--- src/rtl/uart_pkg.sv ---
// Shared UART definitions: transmitter state encoding and bit-period helper.
package uart_pkg;

  typedef enum logic [1:0] {
    IDLE  = 2'd0,
    START = 2'd1,
    DATA  = 2'd2,
    STOP  = 2'd3
  } tx_state_e;

  // Clocks per bit; integer division, so the baud rate is rounded up slightly.
  function automatic int unsigned pulse_width(input int unsigned clk_freq,
                                              input int unsigned baud_rate);
    return clk_freq / baud_rate;
  endfunction

endpackage

--- src/rtl/uart_if.sv ---
// Single-wire UART link; the transmitter drives sig, the receiver samples it.
interface uart_if;
  logic sig;

  modport tx (output sig);
  modport rx (input sig);
endinterface

--- src/rtl/uart_tx_fifo.sv ---
// Show-ahead synchronous FIFO; pointers carry one extra wrap bit for full/empty.
module uart_tx_fifo #(
  parameter int unsigned DATA_WIDTH = 8,
  parameter int unsigned DEPTH      = 4
) (
  input  logic                    clk,
  input  logic                    rstn,
  input  logic                    push,
  input  logic [DATA_WIDTH-1:0]   wr_data,
  input  logic                    pop,
  output logic [DATA_WIDTH-1:0]   rd_data,
  output logic                    full,
  output logic                    empty,
  output logic [$clog2(DEPTH):0]  level
);

  localparam int unsigned AW    = $clog2(DEPTH);
  localparam int unsigned PTR_W = AW + 1;

  logic [DATA_WIDTH-1:0] mem [DEPTH];
  logic [PTR_W-1:0]      wr_ptr;
  logic [PTR_W-1:0]      rd_ptr;
  logic                  do_push;
  logic                  do_pop;

  assign do_push = push && !full;
  assign do_pop  = pop && !empty;
  assign empty   = (wr_ptr == rd_ptr);
  assign full    = (wr_ptr[AW] != rd_ptr[AW]) && (wr_ptr[AW-1:0] == rd_ptr[AW-1:0]);
  assign level   = wr_ptr - rd_ptr;
  assign rd_data = mem[rd_ptr[AW-1:0]];

  always_ff @(posedge clk) begin
    if (!rstn) begin
      wr_ptr <= '0;
      rd_ptr <= '0;
    end else begin
      if (do_push) wr_ptr <= wr_ptr + PTR_W'(1);
      if (do_pop)  rd_ptr <= rd_ptr + PTR_W'(1);
    end
  end

  // Storage is not reset; the pointers alone define valid contents.
  always_ff @(posedge clk) begin
    if (do_push) mem[wr_ptr[AW-1:0]] <= wr_data;
  end

endmodule

--- src/rtl/uart_tx.sv ---
// UART transmitter: buffers producer words and serialises them LSB first with
// a start bit and STOP_BITS stop bits; consecutive frames run without a gap.
module uart_tx
  import uart_pkg::*;
#(
  parameter int unsigned DATA_WIDTH = 8,
  parameter int unsigned BAUD_RATE  = 115200,
  parameter int unsigned CLK_FREQ   = 100_000_000,
  parameter int unsigned FIFO_DEPTH = 4,
  parameter int unsigned STOP_BITS  = 1
) (
  input  logic                        clk,
  input  logic                        rstn,
  uart_if.tx                          txif,
  input  logic [DATA_WIDTH-1:0]       sensor_data,
  input  logic                        sensor_valid,
  output logic                        sensor_ready,
  output logic                        tx_busy,
  output logic [$clog2(FIFO_DEPTH):0] fifo_level
);

  localparam int unsigned PULSE_WIDTH = pulse_width(CLK_FREQ, BAUD_RATE);
  localparam int unsigned CNT_W       = $clog2(STOP_BITS * PULSE_WIDTH) + 1;
  localparam int unsigned IDX_W       = $clog2(DATA_WIDTH) + 1;

  tx_state_e             state;
  logic [CNT_W-1:0]      cnt;
  logic [IDX_W-1:0]      bit_idx;
  logic [DATA_WIDTH-1:0] shift_reg;
  logic [DATA_WIDTH-1:0] fifo_rd_data;
  logic                  fifo_full;
  logic                  fifo_empty;
  logic                  pop_c;
  logic                  line_c;

  uart_tx_fifo #(
    .DATA_WIDTH (DATA_WIDTH),
    .DEPTH      (FIFO_DEPTH)
  ) u_fifo (
    .clk     (clk),
    .rstn    (rstn),
    .push    (sensor_valid),
    .wr_data (sensor_data),
    .pop     (pop_c),
    .rd_data (fifo_rd_data),
    .full    (fifo_full),
    .empty   (fifo_empty),
    .level   (fifo_level)
  );

  assign sensor_ready = !fifo_full;
  assign tx_busy      = (state != IDLE) || !fifo_empty;
  assign pop_c        = !fifo_empty && ((state == IDLE) || ((state == STOP) && (cnt == '0)));

  // Line level owed to the current state; registered one cycle later onto the wire.
  always_comb begin
    line_c = 1'b1;
    case (state)
      START:   line_c = 1'b0;
      DATA:    line_c = shift_reg[0];
      default: line_c = 1'b1;
    endcase
  end

  always_ff @(posedge clk) begin
    if (!rstn) begin
      state     <= IDLE;
      cnt       <= '0;
      bit_idx   <= '0;
      shift_reg <= '0;
      txif.sig  <= 1'b1;
    end else begin
      txif.sig <= line_c;
      case (state)
        IDLE: begin
          if (pop_c) begin
            shift_reg <= fifo_rd_data;
            cnt       <= CNT_W'(PULSE_WIDTH - 1);
            state     <= START;
          end
        end
        START: begin
          if (cnt == '0) begin
            cnt     <= CNT_W'(PULSE_WIDTH - 1);
            bit_idx <= '0;
            state   <= DATA;
          end else begin
            cnt <= cnt - CNT_W'(1);
          end
        end
        DATA: begin
          if (cnt == '0) begin
            shift_reg <= shift_reg >> 1;
            if (bit_idx == IDX_W'(DATA_WIDTH - 1)) begin
              cnt   <= CNT_W'(STOP_BITS * PULSE_WIDTH - 1);
              state <= STOP;
            end else begin
              cnt     <= CNT_W'(PULSE_WIDTH - 1);
              bit_idx <= bit_idx + IDX_W'(1);
            end
          end else begin
            cnt <= cnt - CNT_W'(1);
          end
        end
        STOP: begin
          // Chain straight into the next start bit when a word is waiting.
          if (cnt == '0) begin
            if (pop_c) begin
              shift_reg <= fifo_rd_data;
              cnt       <= CNT_W'(PULSE_WIDTH - 1);
              state     <= START;
            end else begin
              state <= IDLE;
            end
          end else begin
            cnt <= cnt - CNT_W'(1);
          end
        end
        default: begin
          state <= IDLE;
        end
      endcase
    end
  end

endmodule

--- src/flat_wrapper.sv ---
// flat-port wrapper written by rule: the top's interface ports become plain ports
module uart_tx_flat import uart_pkg::*;
#(
  parameter int unsigned DATA_WIDTH = 8,
  parameter int unsigned BAUD_RATE  = 115200,
  parameter int unsigned CLK_FREQ   = 100_000_000,
  parameter int unsigned FIFO_DEPTH = 4,
  parameter int unsigned STOP_BITS  = 1
)
  (clk, rstn, sensor_data, sensor_valid, sensor_ready, tx_busy, fifo_level, txif_sig);
  uart_if txif_i ();
  input  logic clk;
  input  logic rstn;
  input  logic [DATA_WIDTH-1:0] sensor_data;
  input  logic sensor_valid;
  output logic sensor_ready;
  output logic tx_busy;
  output logic [$clog2(FIFO_DEPTH):0] fifo_level;
  output wire logic [$bits(txif_i.sig)-1:0] txif_sig;
  assign txif_sig = txif_i.sig;
  uart_tx #(.DATA_WIDTH(DATA_WIDTH), .BAUD_RATE(BAUD_RATE), .CLK_FREQ(CLK_FREQ), .FIFO_DEPTH(FIFO_DEPTH), .STOP_BITS(STOP_BITS)) u_core (.clk(clk), .rstn(rstn), .txif(txif_i), .sensor_data(sensor_data), .sensor_valid(sensor_valid), .sensor_ready(sensor_ready), .tx_busy(tx_busy), .fifo_level(fifo_level));
endmodule
--- config.mk ---
export PLATFORM = sky130hd
export DESIGN_NAME = uart_tx_flat
export DESIGN_NICKNAME = d
export VERILOG_FILES = /design/src/rtl/uart_pkg.sv /design/src/rtl/uart_if.sv /design/src/rtl/uart_tx_fifo.sv /design/src/rtl/uart_tx.sv /design/src/flat_wrapper.sv
export SDC_FILE = /design/constraint.sdc
export NUM_CORES = 1
export LEC_CHECK = 0
export CORE_AREA = 2 2 82 84
export DETAILED_ROUTE_END_ITERATION = 10
export DIE_AREA = 0 0 84 86
export HOLD_SLACK_MARGIN = 0.1
export PLACE_DENSITY_LB_ADDON = 0.08
export REMOVE_ABC_BUFFERS = 1
export SETUP_SLACK_MARGIN = 0.15
export SYNTH_ARGS = -nofsm -noshare
export SYNTH_HDL_FRONTEND = slang
export SYNTH_HIERARCHICAL = 1
export SYNTH_SLANG_ARGS = --single-unit
--- constraint.sdc ---
create_clock -name clk -period 8.05 [get_ports clk]
set_input_delay 1.2075 -clock clk [delete_from_list [all_inputs] [get_ports clk]]
set_output_delay 1.2075 -clock clk [all_outputs]
set_load 0.1 [all_outputs]
; Word-level counts from Yosys, hierarchy flattened
; Memory sizes are Yosys's and may differ from the RTL's. A register that Yosys moved wholly into a read port is not among the register bits.
; Index checks and enable logic that the tools add are counted.
[word_totals]
rom_bits = 0
out_inout_bits = 6
inputBits = 11
latchBits = 0
word_cells = 68
n_memories = 1
reg_bits = 32
mem_bits_rw = 32
[mem_list]
columns = memory, words, width, read_ports, rd_clocked_by_memory_dff, wr, line_no
row1 = u_core.u_fifo.mem, 4, 8, 1, 1, 1, uart_tx_fifo.sv:20  ; logic [DATA_WIDTH-1:0] mem [DEPTH];
[op_classes]
bitwise = 0
order_cmp = 0
mul = 0
n_shift = 0
add_sub_neg = 5
n_eq_ne = 13
reduce_logical = 18
muxes = 24
n_div = 0
[op_table]
columns = cell, n
row1 = 11-bit two-way mux, 3
row2 = 11-bit one-hot mux with 3 select lines, 1
row3 = 8-bit two-way mux, 3
row4 = 8-bit one-hot mux with 3 select lines, 1
row5 = 2-bit two-way mux, 7
row6 = 4-bit two-way mux, 3
row7 = 11-bit logical NOT, 1
row8 = 11-bit by 1-bit subtractor with 11-bit output (second input constant), 1
row9 = 2-bit one-hot mux with 4 select lines, 1
row10 = 4-bit one-hot mux with 2 select lines, 1
row11 = 3-bit by 1-bit adder with 3-bit output (second input constant), 2
row12 = 2-bit by 1-bit != test with 1-bit output (second input constant), 3
row13 = 2-bit != test (second input constant), 3
row14 = 1-bit logical AND, 5
row15 = 5-bit AND reduction, 1
row16 = 4-bit by 1-bit adder with 4-bit output (second input constant), 1
row17 = 2-bit equality test (second input constant), 2
row18 = 4-bit by 3-bit equality test with 1-bit output (second input constant), 1
row19 = 4-bit AND reduction, 1
row20 = 2-bit nonzero test, 2
row21 = 3-bit equality test, 1
row22 = 1-bit two-way mux, 3
row23 = 3-bit AND reduction, 1
row24 = 3-bit nonzero test, 1
row25 = other kinds (9), 11

; Depth between registers and ports, before layout
; Gate-level depths: netlist of run 1.
[logic_depth]
depth_word = 7
depth_mapped = 11
mapped_depth_nobuf = 10

; Modules after synthesis
; Netlist of run 1, hierarchy kept.
[by_module_without_submodules]
columns = module, cells_per_inst, instances, area_per_inst_um2, seq_area_each_um2
row1 = uart_tx_fifo, 111, 1, 1769.2, 1121.1
row2 = uart_tx, 187, 1, 1637.8, 520.5

; Worst setup path before layout of run 1
; No wires, ideal clock.
[synth_path]
kind = register -> output
start = register u_core.u_fifo.wr_ptr[0]
end = output fifo_level[2]
t_arrival_ns = 2.629
n_path_buf = 0
path_stages_with_launch = 5
setup_slack_ns = 4.213
required_time_ns = 6.843
path_cell_list = dfxtp_1 inv_1 ha_1 fa_1 xnor2_1
[synth_between]
elab_chain_cells = 1
[synth_rtl]
columns = element, line_no
row1 = "start, declared", uart_tx_fifo.sv:21  ; logic [PTR_W-1:0] wr_ptr;
row2 = "start signal, assigned", uart_tx_fifo.sv:38  ; if (do_push) wr_ptr <= wr_ptr + PTR_W'(1);
row3 = 3-bit subtractor, uart_tx_fifo.sv:30  ; assign level = wr_ptr - rd_ptr;
row4 = "end, declared", flat_wrapper.sv:18  ; output logic [$clog2(FIFO_DEPTH):0] fifo_level;
; No other way between the ends.

; Worst setup path after layout of run 1
[layout_path]
start = register u_core.u_fifo.wr_ptr[0]
end = output tx_busy
[layout_between]
elab_chain_cells = 3
[layout_rtl]
columns = element, line_no
row1 = 3-bit equality test, uart_tx_fifo.sv:28  ; assign empty = (wr_ptr == rd_ptr);
row2 = named net u_core.fifo_empty, uart_tx.sv:32  ; logic fifo_empty;
row3 = 1-bit logical NOT, uart_tx.sv:52  ; assign tx_busy = (state != IDLE) || !fifo_empty;
row4 = 1-bit logical OR, uart_tx.sv:52
row5 = "end, declared", flat_wrapper.sv:17  ; output logic tx_busy;
; The timed path passes the listed nets, and every way through them passes these cells.

==> metrics.csv, run 1 <==
stage,metric,value,unit
worst_setup_path,endpoint_kind,primary output,
floorplan,die_width,84,µm
worst_setup_path,r2r-end,u_core/shift_reg[2],
floorplan,dieHeight,86,µm
sta,worst_slack,3.764,ns
placed_design,dp_hpwl,4.422,mm
floorplan,rows,29,
worst_setup_path,cp-start-kind,flop,
grt,grt.overflow.total,0,
cells_and_area,diodes,0,
power_and_ir_drop,peakVddDrop,0.3650,mV
route,drcViolationCount,0,
grt,grt_antenna_before_repair,0,
logic_synthesis,synth_sequential_area_ratio,48.18,%
logic_synthesis,synthesis.area,0.003407,mm²
hold_path,min_from,u_core/cnt[10],
logic_synthesis,synth_warnings,6,
logic_synthesis,synth_top_area_cell,edfxtp_1,
cts,clock_latency,0.35,ns
cts,cts_made_buffers,9,
logic_synthesis,synthTopCellsByCount,"dfxtp_1, edfxtp_1, nand2_1, o21ai_0",
cts,cts_max_path_buffers,2,
hold_path,min_delay_path_depth,2,
power_and_ir_drop,intPower,0.8754,mW
logic_synthesis,postSynthCellCount,298,
floorplan,die_area,0.007224,mm²
logic_synthesis,ys_ff_latch,66,
logic_synthesis,async_reset_ff_share,0,%
route,viasPerCell,6.207,
sta,hold_violations,0,
power_and_ir_drop,pwr-share-clk,20.6,%
power_and_ir_drop,p_sw,0.7070,mW
power_and_ir_drop,p_total,1.582,mW
sta,finalCritPeriodShare,53.25,%
cells_and_area,largest_reg_flops,32,
route,first_iter_violations,187,
route,drtAntennaViolNets,0,
route,num_vias,2427,
grt,grt_pass1_wl,11.08,mm
cts,clock-sinks,66,
sta,tns,0,ns
cells_and_area,final_area,0.003814,mm²
cells_and_area,final_nets,335,
power_and_ir_drop,pwr-share-comb,48.6,%
cts,cts_max_level,3,
placed_design,place_ws,4.137,ns
logic_synthesis,syn_area_per_cell,11.43,µm²
logic_synthesis,synth_most_common_cell,dfxtp_1,
sta,finalHoldWorstSlack,0.4583,ns
run_status,status,"finished, final reports clean",
sta,tightest_slew,0.9644,ns
route,wl_per_cell,16.95,µm
cts,clk_pin_slew,0.08,ns
placed_design,gp_congestion,0.8299,
placed_design,dpl_cell_area,0.003581,mm²
hold_path,min_to,u_core/cnt[10],
worst_setup_path,reg2regPathDepth,8,
floorplan,core,0.006277,mm²
worst_setup_path,required,6.84,ns
hold_path,min_path_type,reg -> reg,
worst_setup_path,crit_fanout,11,
power_and_ir_drop,power.leakage,1.402,nW
cells_and_area,instances_no_fill,391,
sta,setup_viol,0,
cells_and_area,drive_gt1_share,11.15,%
grt,grtUsageTotal,19.51,%
cts,cts_tree,done,
sta,clock.fmax,233.3,MHz
cells_and_area,syn_to_final_growth,11.94,%
sta,rsz0062_at_grt,false,
power_and_ir_drop,seqPwrFrac,30.8,%
cts,cts_repair_resize_count,0,
cts,root_buffer,clkbuf_8,
logic_synthesis,synth_top_area_share,28.20,%
sta,period_minus_slack,4.286,ns
worst_setup_path,arrival,3.08,ns
job,drv_cap,0,
grt,grt_max_degree,45,
sta,maxSlewHeadroom,35.51,%
power_and_ir_drop,switching_share,44.68,%
floorplan,initial_utilization,54.28,%
worst_setup_path,regToRegStartpoint,u_core/u_fifo/wr_ptr[0],
grt,grt_pass1_vias,2259,
power_and_ir_drop,power_density,414.9,mW/mm²
worst_setup_path,r2r_slack,4.81,ns
placed_design,io_buffers,16,
logic_synthesis,synth_edf_count,32,
sta,skew,0.01016,ns
cts,postCtsHoldBufs,0,
route,wirelength,6.629,mm
placed_design,place_inst,375,
floorplan,ioPinCount,17,
logic_synthesis,synth_flop_cell,dfxtp_1,
cells_and_area,utilization,60.75,%
route,first_pass_iters,4,
sta,drv_slew,0,
logic_synthesis,synth_cell_types,63,
worst_setup_path,crit_type,reg -> out,
cts,postCtsSetupBuffers,0,
logic_synthesis,yosys-top-cells-area,"edfxtp_1, dfxtp_1, mux4_2",
-- cell usage in the layout (no fill, tap or decap), types with 5 or more instances in the layout --
master,instances
a31oi_1,5
and2_1,6
clkbuf_8,9
clkdlybuf4s50_1,16
dfxtp_1,34
edfxtp_1,32
ha_1,14
inv_1,14
mux2i_1,11
mux4_2,8
nand2_1,17
nand3_1,10
nand4_1,8
nor2_1,9
nor2b_1,5
nor3_1,6
o21ai_0,15
o311a_1,7
-- final cells by class --
type | count | area, µm²
clock inverters | 7 | 108.9
inverters | 14 | 52.55
well taps | 77 | 96.34
fillers | 496 | 2464
flip-flops and latches | 66 | 1642
clock buffers | 9 | 123.9
repair buffers | 18 | 175.2
multi-input cells | 200 | 1615
-- power by group through the flow --
stage / combinational [mW] / clock (mW) / sequential (mW)
after floorplan: 0.583 / 0 / 0.490
after global placement: 0.759 / 0 / 0.492
after detailed placement: 0.761 / 0 / 0.495
after CTS: 0.767 / 0.330 / 0.488
after global routing: 0.835 / 0.346 / 0.498
final: 0.770 / 0.326 / 0.487
-- cell families (layout without fill, tap and decap cells) --
logic type | Yosys count | in the layout | synth area share, %
XOR/XNOR | 5 | 5 | 1.285
adder cells (fa/ha/maj) | 15 | 15 | 5.729
buffers and inverters | 32 | 48 | 4.407
flip-flops | 66 | 66 | 48.18
multiplexers | 20 | 20 | 8.851
AO/OA/AOI/OAI | 67 | 67 | 15.35
AND/OR/NAND/NOR | 93 | 93 | 16.20
-- metal layers --
metal / global-route usage (%) / up-vias / part of all wire (%)
met3: 5.294 / 6 / 4.3
met1: 25.86 / 1172 / 47
li1: - / 1184 / -
met4: 6.305 / 0 / 1.2
met2: 31.42 / 65 / 47
met5: 0 / - / 0
-- how the worst max path moves through the flow --
| stage | startpoint | slack (ns) | cells past startpoint | endpoint |
|---|---|---|---|---|
| 3_3_place_gp | u_core/u_fifo/wr_ptr[0] | 4.21 | 6 | tx_busy |
| 2_1_floorplan | u_core/u_fifo/wr_ptr[0] | 4.21 | 4 | fifo_level[2] |
| 6_report | u_core/u_fifo/wr_ptr[0] | 3.76 | 6 | tx_busy |
| 5_1_grt | u_core/u_fifo/wr_ptr[0] | 3.58 | 6 | tx_busy |
| 4_1_cts | u_core/u_fifo/wr_ptr[0] | 3.75 | 6 | tx_busy |
| 3_5_place_dp | u_core/u_fifo/wr_ptr[0] | 4.14 | 6 | tx_busy |
-- worst max-delay path: stages (launching register included) --
cell	delay, ns
dfxtp_1	0.43
inv_1	0.13
ha_1	0.37
nand2_1	0.34
nor2b_1	0.18
nand2_1	0.15
clkdlybuf4s50_1	1.14
No activity file was read; power rests on OpenSTA's default activity.
==> inputs of run 2 (changes only) <==
Settings changed: CORE_AREA 2 2 82 84 to 2 2 83 85, DIE_AREA 0 0 84 86 to 0 0 85 87.
Clock period 8.05 ns to 3.66 ns, I/O delays scaled along.
==> metrics.csv, run 2 (synthesized netlist as in run 1, its figures left out) <==
stage,metric,value,unit
cts,cts_tree,done,
sta,period_minus_slack,2.976,ns
hold_path,min_from,u_core/cnt[10],
placed_design,dp_hpwl,4.667,mm
floorplan,core,0.006569,mm²
worst_setup_path,crit_type,reg -> out,
hold_path,min_delay_path_depth,2,
cells_and_area,regArea,0.001642,mm²
grt,grt_pass1_vias,2289,
floorplan,die_width,85,µm
sta,clock.fmax,336.0,MHz
placed_design,place_inst,380,
placed_design,place_ws,0.8776,ns
cts,postCtsSetupBuffers,0,
route,first_pass_iters,4,
route,wirelength,6.917,mm
cells_and_area,utilization,57.75,%
cells_and_area,instances_no_fill,396,
run_status,status,"finished, final reports clean",
worst_setup_path,reg2regPathDepth,9,
job,drv_cap,0,
cells_and_area,syn_to_final_growth,11.35,%
worst_setup_path,r2r_slack,0.83,ns
cells_and_area,largest_reg_flops,32,
cells_and_area,multiInputGateArea,0.001615,mm²
grt,grt.overflow.total,0,
cells_and_area,drive_gt1_share,13.29,%
route,first_iter_violations,138,
cells_and_area,final_cell_mix,"dfxtp_1, edfxtp_1, nand2_1",
floorplan,initial_utilization,51.87,%
worst_setup_path,r2r-end,u_core/shift_reg[0],
placed_design,io_buffers,16,
cts,cts_max_path_buffers,2,
cells_and_area,diodes,0,
sta,finalCritPeriodShare,81.31,%
route,drtAntennaViolNets,0,
floorplan,rows,30,
sta,worst_slack,0.6842,ns
sta,skew,0.008944,ns
power_and_ir_drop,power_density,904.4,mW/mm²
cells_and_area,final_nets,337,
sta,tns,0,ns
power_and_ir_drop,power.leakage,1.397,nW
placed_design,gp_congestion,0.8272,
grt,grt_max_degree,25,
power_and_ir_drop,peakVddDrop,0.6874,mV
route,viasPerCell,6.184,
cts,postCtsHoldBufs,0,
cells_and_area,fill_cells,563,
sta,maxSlewHeadroom,35.86,%
placed_design,dpl_cell_area,0.003587,mm²
worst_setup_path,required,3.11,ns
sta,drv_slew,0,
floorplan,ioPinCount,17,
sta,tightest_slew,0.9591,ns
worst_setup_path,crit_fanout,11,
hold_path,min_to,u_core/cnt[10],
cts,cts_max_level,3,
cts,cts_made_buffers,9,
cts,clock-sinks,66,
cts,clk_pin_slew,0.08,ns
grt,grt_use_met1,27.72,%
worst_setup_path,cp-start-kind,flop,
cts,root_buffer,clkbuf_8,
worst_setup_path,regToRegStartpoint,u_core/u_fifo/wr_ptr[0],
floorplan,dieHeight,87,µm
cells_and_area,layout_commonest_cell,dfxtp_1,
hold_path,min_path_type,reg -> reg,
cts,clock_latency,0.34,ns
sta,setup_viol,0,
grt,met3_usage,3.791,%
cts,cts_repair_resize_count,0,
route,wl_per_cell,17.47,µm
grt,grt_pass1_wl,11.54,mm
worst_setup_path,endpoint_kind,primary output,
floorplan,die_area,0.007395,mm²
grt,use_met2,31.11,%
grt,grt_antenna_before_repair,0,
grt,grtUsageTotal,20.01,%
sta,rsz0062_at_grt,false,
sta,hold_violations,0,
grt,globalRoute.busiestLayer,met2,
worst_setup_path,arrival,2.43,ns
route,drcViolationCount,0,
route,num_vias,2449,
cells_and_area,final_area,0.003794,mm²
-- run 2: through the flow --
step,hold slack [ns],power (mW)
floorplan,0.4346,2.360
global placement,0.4519,2.763
detailed placement,0.4509,2.788
CTS,0.4632,3.441
global route,0.4855,3.668
finish,0.4598,3.431
-- run 2: final cells by class --
type                    instances  share of cell area [%]
clock buffers                   9                   3.265
clock inverters                 7                   2.177
inverters                      14                   1.385
multi-input cells             200                   42.58
flip-flops and latches         66                   43.27
well taps                      80                   2.639
repair buffers                 20                   4.683
-- run 2: how the worst max path moves through the flow --
stage | cells past startpoint | endpoint | from | slack [ns]
after floorplan | 4 | fifo_level[2] | u_core/u_fifo/wr_ptr[0] | 0.48
after global placement | 9 | u_core/shift_reg[2] | u_core/u_fifo/wr_ptr[0] | 0.94
after detailed placement | 9 | u_core/shift_reg[1] | u_core/u_fifo/wr_ptr[0] | 0.88
after CTS | 6 | tx_busy | u_core/u_fifo/wr_ptr[0] | 0.71
after global routing | 6 | tx_busy | u_core/u_fifo/wr_ptr[0] | 0.46
final | 6 | tx_busy | u_core/u_fifo/wr_ptr[0] | 0.68
-- run 2: worst max-delay path: stages, from the launching register on --
cell	delay, ns
dfxtp_1	0.42
inv_1	0.11
ha_1	0.36
nand2_1	0.31
nor2b_1	0.43
nand2_1	0.19
buf_4	0.27
-- run 2: layer usage --
| metal | wire length, µm | share of wire (%) |
|---|---|---|
| met5 | 0 | 0 |
| met3 | 203 | 2.9 |
| met1 | 3361 | 49 |
| met4 | 121 | 1.7 |
| met2 | 3230 | 47 |
-- run 2: where the power goes --
group	switching [mW]	total, mW	internal [mW]
sequential	0.141	1.08	0.936
clock	0.322	0.648	0.326
combinational	1.11	1.71	0.594
==> inputs of run 3 (changes only) <==
Settings changed: CORE_AREA 2 2 83 85 to 2 2 82 84, DIE_AREA 0 0 85 87 to 0 0 84 86.
Clock period 3.66 ns to 3.1 ns, I/O delays scaled along.
==> metrics.csv, run 3 (synthesized netlist as in run 1, its figures left out) <==
stage,metric,value,unit
cells_and_area,syn_to_final_growth,11.94,%
floorplan,die_area,0.007224,mm²
grt,grt.overflow.total,0,
cts,clock-sinks,66,
cts,clock_latency,0.35,ns
power_and_ir_drop,power_density,1074,mW/mm²
placed_design,place_ws,0.6767,ns
floorplan,dieHeight,86,µm
cts,postCtsHoldBufs,0,
worst_setup_path,max_stage_delay,0.42,ns
worst_setup_path,endpoint_kind,primary output,
placed_design,io_buffers,16,
cells_and_area,final_cell_mix,"dfxtp_1, edfxtp_1, nand2_1",
cts,postCtsSetupBuffers,0,
cells_and_area,layout_commonest_cell,dfxtp_1,
sta,hold_violations,0,
hold_path,min_delay_path_depth,2,
floorplan,die_width,84,µm
sta,maxSlewHeadroom,61.14,%
run_status,status,"finished, final reports clean",
route,first_iter_violations,141,
power_and_ir_drop,peakVddDrop,1.029,mV
cells_and_area,drive_gt1_share,14.15,%
sta,rsz0062_at_grt,false,
worst_setup_path,path_cells,inv_1 > ha_1 > nand2_1 > nor2b_1 > nand2_1 > buf_12,
hold_path,min_path_type,reg -> reg,
floorplan,rows,29,
grt,grt_max_degree,41,
sta,drv_slew,0,
placed_design,dp_hpwl,4.661,mm
placed_design,gp_congestion,0.8564,
worst_setup_path,crit_fanout,6,
sta,worst_slack,0.5699,ns
route,wl_per_cell,17.28,µm
grt,grtUsageTotal,19.66,%
cells_and_area,final_nets,339,
sta,tns,0,ns
route,viasPerCell,6.200,
sta,tightest_slew,0.5817,ns
floorplan,ioPinCount,17,
worst_setup_path,arrival,2.07,ns
route,wirelength,6.827,mm
sta,setup_viol,0,
route,drcViolationCount,0,
worst_setup_path,reg2regPathDepth,9,
cts,cts_max_level,3,
sta,clock.fmax,395.2,MHz
cells_and_area,utilization,60.75,%
worst_setup_path,path_common_cell,nand2_1,
cells_and_area,fill_cells,507,
cts,cts_repair_resize_count,0,
floorplan,core,0.006277,mm²
sta,skew,0.009376,ns
route,drtAntennaViolNets,0,
cts,cts_made_buffers,9,
power_and_ir_drop,power.leakage,1.415,nW
grt,grt_pass1_wl,11.16,mm
cts,cts_tree,done,
worst_setup_path,required,2.63,ns
cells_and_area,largest_reg_flops,32,
route,num_vias,2449,
grt,grt_antenna_before_repair,0,
worst_setup_path,crit_slowest_cell,dfxtp_1,
floorplan,initial_utilization,54.28,%
cts,root_buffer,clkbuf_8,
route,first_pass_iters,4,
cts,cts_max_path_buffers,2,
job,drv_cap,0,
sta,finalCritPeriodShare,81.62,%
cts,clk_pin_slew,0.08,ns
worst_setup_path,cp-start-kind,flop,
grt,grt_pass1_vias,2208,
worst_setup_path,crit_type,reg -> out,
sta,period_minus_slack,2.530,ns
cells_and_area,diodes,0,
-- run 3: changes by cell type in the layout (fill, tap and decap cells not counted), sizes merged --
cell           delta
buf               +3
clkdlybuf4s50     -1
clkinv            +1
clkinvlp          -1
-- run 3: power breakdown --
| part | switching [mW] | internal (mW) | leakage (nW) | total, mW |
|---|---|---|---|---|
| logic | 1.31 | 0.752 | 0.741 | 2.07 |
| registers | 0.165 | 1.10 | 0.573 | 1.27 |
| clock network | 0.376 | 0.384 | 0.101 | 0.759 |
| total | 1.85 | 2.24 | 1.41 | 4.09 |
-- run 3: final cells by class --
cell class	count	area, µm²	area share [%]
inverter	14	52.55	1.378
clock buffer	9	123.9	3.248
multi-input combinational	200	1615	42.36
timing repair buffer	22	202.7	5.315
clock inverter	7	81.33	2.133
tap	77	96.34	2.526
sequential	66	1642	43.04
-- run 3: final timing paths --
check / start / end / slack (ns)
setup / recovery: u_core/u_fifo/wr_ptr[0] / tx_busy / 0.57
hold / removal: u_core/cnt[10] / u_core/cnt[10] / 0.47
setup reg to reg: u_core/u_fifo/wr_ptr[0] / u_core/shift_reg[1] / 0.65
hold reg to reg: u_core/cnt[10] / u_core/cnt[10] / 0.47
-- run 3: worst max-delay path: cells and delay by family (launching register included) --
family,cells,cell delay (ns)
flops,1,0.42
fa+ha+maj,1,0.36
simple gates,3,0.61
buf+inv,2,0.32
-- run 3: layer usage --
| layer | wire [µm] | share of wire, % | global-route usage [%] |
|---|---|---|---|
| met1 | 3245 | 48 | 26.41 |
| met2 | 3216 | 47 | 31.20 |
| met3 | 234 | 3.4 | 3.754 |
| met4 | 131 | 1.9 | 8.798 |
| met5 | 0 | 0 | 0 |
-- run 3: stage by stage --
step                total power, mW  hold WS (ns)  cells  area, µm²
floorplan                     2.786        0.4346    280       3309
global placement              3.315        0.4529    379       3608
detailed placement            3.341        0.4589    379       3608
CTS                           4.107        0.4709    395       3814
global route                  4.334        0.5122    395       3814
finish                        4.094        0.4713    395       3814
